--- config.mk ---
export PLATFORM = sky130hd
export DESIGN_NAME = alu_mul_seq_flat
export DESIGN_NICKNAME = d
export VERILOG_FILES = /design/src/rtl/alu_mul_seq_if.sv /design/src/rtl/alu_mul_seq.sv /design/src/flat_wrapper.sv
export SDC_FILE = /design/constraint.sdc
export NUM_CORES = 1
export LEC_CHECK = 0
export BUFFER_PORTS_ARGS = -buffer_cell sky130_fd_sc_hd__buf_2
export CORE_MARGIN = 3
export CORE_UTILIZATION = 46
export DETAILED_ROUTE_END_ITERATION = 10
export PLACE_DENSITY = 0.76
export SYNTH_ARGS = -nofsm -noshare
export SYNTH_HDL_FRONTEND = slang
export SYNTH_SLANG_ARGS = --single-unit
--- constraint.sdc ---
create_clock -name clk -period 1.86 [get_ports clk]
set_input_delay 0.093 -clock clk [delete_from_list [all_inputs] [get_ports clk]]
set_output_delay 0.093 -clock clk [all_outputs]
set_load 0.02 [all_outputs]
--- src/rtl/alu_mul_seq_if.sv ---
// -----------------------------------------------------------------------------
// alu_mul_seq_if
//
// Bundles the request/response handshake of the shift-and-add multiply
// sequencer together with its borrowed-ALU bus.
//
//   Request / response
//     start       requester -> sequencer  start request (taken when ready=1)
//     op_a        requester -> sequencer  multiplicand
//     op_b        requester -> sequencer  multiplier
//     ready       sequencer -> requester  idle, can take a request
//     done        sequencer -> requester  one-cycle completion pulse
//     result      sequencer -> requester  low WIDTH bits of the last product
//
//   Shared ALU
//     alu_own     sequencer -> datapath   datapath must route alu_* to the ALU
//     alu_control sequencer -> ALU        ALU operation code
//     alu_src_a   sequencer -> ALU        operand A
//     alu_src_b   sequencer -> ALU        operand B
//     alu_result  ALU -> sequencer        combinational ALU result
//
// The slave modport is the sequencer's view; the master modport is the view
// of the surrounding datapath (requester plus ALU).
// -----------------------------------------------------------------------------
interface alu_mul_seq_if #(
  parameter int WIDTH = 32
);
  logic             start;
  logic [WIDTH-1:0] op_a;
  logic [WIDTH-1:0] op_b;
  logic             ready;
  logic             done;
  logic [WIDTH-1:0] result;
  logic             alu_own;
  logic [3:0]       alu_control;
  logic [WIDTH-1:0] alu_src_a;
  logic [WIDTH-1:0] alu_src_b;
  logic [WIDTH-1:0] alu_result;

  modport slave (
    input  start,
    input  op_a,
    input  op_b,
    input  alu_result,
    output ready,
    output done,
    output result,
    output alu_own,
    output alu_control,
    output alu_src_a,
    output alu_src_b
  );

  modport master (
    output start,
    output op_a,
    output op_b,
    output alu_result,
    input  ready,
    input  done,
    input  result,
    input  alu_own,
    input  alu_control,
    input  alu_src_a,
    input  alu_src_b
  );
endinterface

--- src/rtl/alu_mul_seq.sv ---
// -----------------------------------------------------------------------------
// alu_mul_seq
//
// Multi-cycle sequencer producing the low WIDTH bits of op_a * op_b (the
// RV32M MUL result). It owns no adder or multiplier: every addition and every
// multiplicand shift is performed by the processor's shared ALU, which this
// block borrows while alu_own=1. Only the multiplier shift-right is local.
//
// Ports
//   clk     rising-edge clock
//   resetn  synchronous active-low reset
//   bus     alu_mul_seq_if.slave, carrying:
//             start/op_a/op_b/ready        request handshake
//             done/result                  completion pulse and held product
//             alu_own/alu_control/
//             alu_src_a/alu_src_b          drive for the shared ALU
//             alu_result                   value returned by the ALU
//
// Algorithm (one ALU operation per cycle)
//   ADD   : prod  <= prod + mcand          (only when the multiplier LSB is 1)
//   SHIFT : mcand <= mcand << 1, mplier <= mplier >> 1
// The walk stops as soon as the remaining multiplier is zero, so the cost is
// popcount(op_b) + (msb index of op_b + 1) cycles after acceptance.
// -----------------------------------------------------------------------------
module alu_mul_seq #(
  parameter int         WIDTH  = 32,
  parameter logic [3:0] OP_ADD = 4'b0000,
  parameter logic [3:0] OP_LS  = 4'b0111
) (
  input  logic         clk,
  input  logic         resetn,
  alu_mul_seq_if.slave bus
);

  typedef enum logic [1:0] {
    S_IDLE  = 2'd0,
    S_ADD   = 2'd1,
    S_SHIFT = 2'd2,
    S_DONE  = 2'd3
  } state_t;

  localparam logic [WIDTH-1:0] ZERO = '0;
  localparam logic [WIDTH-1:0] ONE  = {{(WIDTH-1){1'b0}}, 1'b1};

  state_t           state_q,  state_d;
  logic [WIDTH-1:0] mcand_q,  mcand_d;
  logic [WIDTH-1:0] mplier_q, mplier_d;
  logic [WIDTH-1:0] prod_q,   prod_d;
  logic [WIDTH-1:0] result_q, result_d;

  logic             alu_own_c;
  logic [3:0]       alu_control_c;
  logic [WIDTH-1:0] alu_src_a_c;
  logic [WIDTH-1:0] alu_src_b_c;

  // Chooses where the walk goes for a given remaining multiplier: finished
  // when nothing is left, otherwise accumulate if the current bit is set,
  // otherwise go straight to the next shift.
  function automatic state_t step_for(input logic [WIDTH-1:0] m);
    if (m == ZERO) begin
      step_for = S_DONE;
    end else if (m[0]) begin
      step_for = S_ADD;
    end else begin
      step_for = S_SHIFT;
    end
  endfunction

  // Next-state, datapath updates and ALU drive.
  always_comb begin
    state_d       = state_q;
    mcand_d       = mcand_q;
    mplier_d      = mplier_q;
    prod_d        = prod_q;
    alu_own_c     = 1'b0;
    alu_control_c = OP_ADD;
    alu_src_a_c   = ZERO;
    alu_src_b_c   = ZERO;

    case (state_q)
      S_IDLE: begin
        if (bus.start) begin
          mcand_d  = bus.op_a;
          mplier_d = bus.op_b;
          prod_d   = ZERO;
          state_d  = step_for(bus.op_b);
        end
      end

      S_ADD: begin
        alu_own_c     = 1'b1;
        alu_control_c = OP_ADD;
        alu_src_a_c   = prod_q;
        alu_src_b_c   = mcand_q;
        prod_d        = bus.alu_result;
        // The bit just consumed still has to be shifted out.
        state_d       = S_SHIFT;
      end

      S_SHIFT: begin
        alu_own_c     = 1'b1;
        alu_control_c = OP_LS;
        alu_src_a_c   = mcand_q;
        alu_src_b_c   = ONE;
        mcand_d       = bus.alu_result;
        mplier_d      = mplier_q >> 1;
        // Decide on the multiplier as it will be after this shift.
        state_d       = step_for(mplier_d);
      end

      S_DONE: begin
        state_d = S_IDLE;
      end

      default: begin
        state_d = S_IDLE;
      end
    endcase
  end

  // The product is captured on the edge that enters DONE so it is already
  // valid while done is high and stays put until the next completion. When
  // DONE is entered straight from IDLE (op_b == 0) prod_d is the cleared
  // accumulator, which is the correct product.
  always_comb begin
    result_d = result_q;
    if (state_d == S_DONE) begin
      result_d = prod_d;
    end
  end

  always_ff @(posedge clk) begin
    if (!resetn) begin
      state_q  <= S_IDLE;
      mcand_q  <= ZERO;
      mplier_q <= ZERO;
      prod_q   <= ZERO;
      result_q <= ZERO;
    end else begin
      state_q  <= state_d;
      mcand_q  <= mcand_d;
      mplier_q <= mplier_d;
      prod_q   <= prod_d;
      result_q <= result_d;
    end
  end

  assign bus.ready       = (state_q == S_IDLE);
  assign bus.done        = (state_q == S_DONE);
  assign bus.result      = result_q;
  assign bus.alu_own     = alu_own_c;
  assign bus.alu_control = alu_control_c;
  assign bus.alu_src_a   = alu_src_a_c;
  assign bus.alu_src_b   = alu_src_b_c;

endmodule

--- src/flat_wrapper.sv ---
// flat-port wrapper written by rule: the top's interface ports become plain ports
module alu_mul_seq_flat 
#(
  parameter int         WIDTH  = 32,
  parameter logic [3:0] OP_ADD = 4'b0000,
  parameter logic [3:0] OP_LS  = 4'b0111
)
  (clk, resetn, bus_start, bus_op_a, bus_op_b, bus_alu_result, bus_ready, bus_done, bus_result, bus_alu_own, bus_alu_control, bus_alu_src_a, bus_alu_src_b);
  alu_mul_seq_if #(.WIDTH(WIDTH)) bus_i ();
  input  logic clk;
  input  logic resetn;
  input wire logic [$bits(bus_i.start)-1:0] bus_start;
  input wire logic [$bits(bus_i.op_a)-1:0] bus_op_a;
  input wire logic [$bits(bus_i.op_b)-1:0] bus_op_b;
  input wire logic [$bits(bus_i.alu_result)-1:0] bus_alu_result;
  output wire logic [$bits(bus_i.ready)-1:0] bus_ready;
  output wire logic [$bits(bus_i.done)-1:0] bus_done;
  output wire logic [$bits(bus_i.result)-1:0] bus_result;
  output wire logic [$bits(bus_i.alu_own)-1:0] bus_alu_own;
  output wire logic [$bits(bus_i.alu_control)-1:0] bus_alu_control;
  output wire logic [$bits(bus_i.alu_src_a)-1:0] bus_alu_src_a;
  output wire logic [$bits(bus_i.alu_src_b)-1:0] bus_alu_src_b;
  assign bus_i.start = bus_start;
  assign bus_i.op_a = bus_op_a;
  assign bus_i.op_b = bus_op_b;
  assign bus_i.alu_result = bus_alu_result;
  assign bus_ready = bus_i.ready;
  assign bus_done = bus_i.done;
  assign bus_result = bus_i.result;
  assign bus_alu_own = bus_i.alu_own;
  assign bus_alu_control = bus_i.alu_control;
  assign bus_alu_src_a = bus_i.alu_src_a;
  assign bus_alu_src_b = bus_i.alu_src_b;
  alu_mul_seq #(.WIDTH(WIDTH), .OP_ADD(OP_ADD), .OP_LS(OP_LS)) u_core (.clk(clk), .resetn(resetn), .bus(bus_i));
endmodule
==> reports/results.tsv <==
stage	metric	value	unit
synthesis	syn nets	722	
routing	wire per inst	19.6	um
worst_setup_path	CP arrival	1.90	ns
run_status	failing checks	setup timing	
worst_setup_path	crit path launch	u_core.state_q[0]	
synthesis	Yosys warning count	0	
timing	Sum Neg Setup Slack	-5.29	ns
worst_setup_path	crit-path most repeated cell	buf_6	
worst_setup_path	required time worst endpoint	1.77	ns
worst_setup_path	Buf+Inv Stages, Crit Path	4	
routing	vias per cell	5.65	
timing	Rel. slew slack	66.0	%
finish	ratio of cells with drive above 1 in the final layout	42.2	%
worst_setup_path	RR Endpoint	u_core.bus.result[0]	
cts	Num CTS Buffers	17	
worst_setup_path	Worst Setup EP	bus_alu_src_a[30]	
worst_setup_path	Worst path depth	7	
worst_setup_path	Crit Path Class	reg2out	
power_and_ir_drop	worst vdd ir	0.635	mV
timing	Layout Skew	0.0108	ns
global_routing	initial antenna violation count	0	
worst_setup_path	cell family with most CP delay	buffers and inverters	
global_routing	first-pass GRT wire length	31.2	mm
cts	clock sink count	129	
floorplan	initial cell density of the core	48.0	%
cts	H-tree levels	4	
worst_setup_path	Crit. End Element	output port	
worst_setup_path	reg2reg setup slack	-0.09	ns
synthesis	Seq cells post-synth	129	
power_and_ir_drop	Static Leakage	4.74	nW
routing	WL final	20.5	mm
place	I/O Buffers	200	
global_routing	grt total ovfl	0	
timing	Max Freq	0.502	GHz
run_status	status	complete, but fails checks	
cts	CTS clk-pin slew, worst paths	0.06	ns
cts	clk buf depth	2	
hold_path	hold depth	3	
floorplan	IO Count	202	
timing	Hold Fails Final Rpt	0	
routing	DRC	0	
synthesis	Post-Syn Instances	619	
timing	worst slew pin tran	0.511	ns
routing	via count	5920	
worst_setup_path	worst-path fanout max	8	
finish	Layout area overhead	50.3	%
floorplan	num rows	41	
worst_setup_path	depth of the most critical reg-to-reg path	8	
synthesis	Yosys top cell area share	41.6	%
cts	Skew-Pair Late Insertion Delay	0.42	ns
routing	Antenna Nets Post-Route	0	
timing	RSZ-0062 raised after global routing	yes	
synthesis	Synth area leader	dfxtp_1	
finish	Antenna Cells	0	
timing	# setup viols final	65	
floorplan	DIE AREA	14900	um2
synthesis	Distinct cells, synth	32	
worst_setup_path	startpoint types	register	
synthesis	Synth async-reset ratio	0	%
hold_path	Hold Crit Class	in2reg	
synthesis	synthesized area per cell	10.0	um2
timing	fin. max-slew vios	0	
worst_setup_path	RR Startpoint	u_core.mplier_q[23]	
floorplan	die width	122	um
worst_setup_path	Critical-path top delay cell	dfxtp_4	
timing	post-route minimum period	1.99	ns
synthesis	sequential fraction of the synthesis area	41.6	%
synthesis	most numerous cell in the Yosys netlist	dfxtp_1	
synthesis	number of synthesized flops with an enable pin	0	
floorplan	Die Y	122	um
timing	fin crit share	107	%
synthesis	largest cells by area after synthesis	dfxtp_1 42%, mux2i_1 10%, o211a_1 10%	
cts	CTS tree	built	
finish	Final Util	72.2	%
global_routing	largest net degree at the start of global routing	55	
job	max_cap viols	0	
synthesis	top cells by count, synth	129 x dfxtp_1, 63 x mux2i_1, 63 x nand2_1	
worst_setup_path	Max stage delay on crit path	0.37	ns
floorplan	Core Area	12900	um2
timing	Final Worst Setup Slack	-0.132	ns
place	DP Wirelength	12.5	mm
power_and_ir_drop	Cell Pwr Density	1060	nW/um2
global_routing	vias in the first global route	6001	
place	gpl congestion	0.858	
worst_setup_path	CP cell instances	inv_4 > ha_4 > and2_4 > buf_6 > buf_12 > a22o_1 > buf_6	
global_routing	Overall Global Routing Usage	27.0	%
finish	final net count	966	
cts	CTS root buffer	clkbuf_16	
routing	drt first-iter violations	356	
routing	DRT Pass-1 Iters	5	
synthesis	Main synth FF type	dfxtp_1	
synthesis	Mapped Area	6210	um2
## final cells by class
cell class,count,area [um2]
inverters,5,23.8
flip-flops and latches,129,2590
well taps,172,215
fillers,907,3600
clock inverters,10,205
multi-input cells,422,3460
clock buffers,22,464
repair buffers,288,2370
## per-layer routing
metal / track usage, % / wire length (um)
met4: 10.1 / 464
met2: 46.2 / 10100
met3: 7.01 / 1510
met1: 32.7 / 8460
met5: 0 / 0
## worst min-delay path, stage by stage
cell	delay [ns]
buf_2	0.09
a22oi_1	0.07
nor2b_1	0.13
## stage by stage
stage               worst slack [ns]  instances  power, mW  area [um2]  hold slack, ns
global placement              -0.224        986       5.53        7750           0.419
floorplan                    -0.0155        619       4.74        6230           0.311
finish                        -0.132       1048       9.91        9330          0.0162
CTS                           -0.126       1045       9.75        9080         0.00529
detailed placement            -0.224        986       5.60        7750           0.437
global route                  -0.209       1048       10.3        9330          0.0166
## kinds of logic (layout without fill, tap and decap cells)
kind of cell    Yosys count  in the layout  synth area share, %
simple gates            185            185                 16.1
compound gates          137            137                 19.8
flops                   129            129                 41.6
mux                      95             95                 16.6
buf+inv                  68            325                 5.14
fa+ha+maj                 4              4                0.806
other cells               1              1               0.0604
## registers in the layout, summed over array words and instances, names as in the netlist
name	flops
u_core.bus.result	32
u_core.mcand_q	32
u_core.mplier_q	31
u_core.prod_q	32
u_core.state_q	2
## where the power goes
part / switching, mW / leakage (nW) / total (mW) / internal [mW]
clock network: 1.23 / 0.320 / 3.81 / 2.58
registers: 0.235 / 1.06 / 3.33 / 3.09
logic: 1.37 / 3.36 / 2.78 / 1.40
total: 2.83 / 4.74 / 9.91 / 7.07
## worst min-delay path by stage
stage	startpoint	endpoint	slack, ns
6_report	bus_alu_result[24]	u_core.prod_q[24]	0.02
5_1_grt	bus_alu_result[0]	u_core.prod_q[0]	0.02
4_1_cts	bus_alu_result[0]	u_core.prod_q[0]	0.005
3_5_place_dp	bus_alu_result[0]	u_core.prod_q[0]	0.44
3_3_place_gp	bus_alu_result[24]	u_core.prod_q[24]	0.42
2_1_floorplan	bus_alu_result[0]	u_core.prod_q[0]	0.31
## cells in the final DEF, fill, tap and decap left out, types with 2 or more instances in the layout
master	n
a21o_1	2
a22o_1	32
a22oi_1	32
and2_1	33
and2_4	2
and3_1	30
buf_12	14
buf_16	7
buf_2	141
buf_4	74
buf_6	46
bufinv_16	6
clkbuf_1	3
clkbuf_16	19
clkbuf_8	2
clkinv_2	2
clkinvlp_4	2
dfxtp_1	124
dfxtp_2	3
dfxtp_4	2
dlygate4sd3_1	2
ha_4	3
inv_1	3
inv_4	2
mux2_2	13
mux2_4	19
mux2i_1	62
nand2_1	63
nand4_1	4
nor2b_1	34
nor4_1	9
nor4_2	5
o211a_1	62
o21ai_1	2
## what timing repair did
action | CTS | global route
hold buffers | 2 | 0
pin swaps | 18 | 9
setup buffers | 17 | 1
gates resized for setup | 87 | 64
gates cloned | 8 | 2
setup endpoints to repair | 91 | 69
hold endpoints to repair | 2 | 0
No activity file was read; power rests on OpenSTA's default activity.
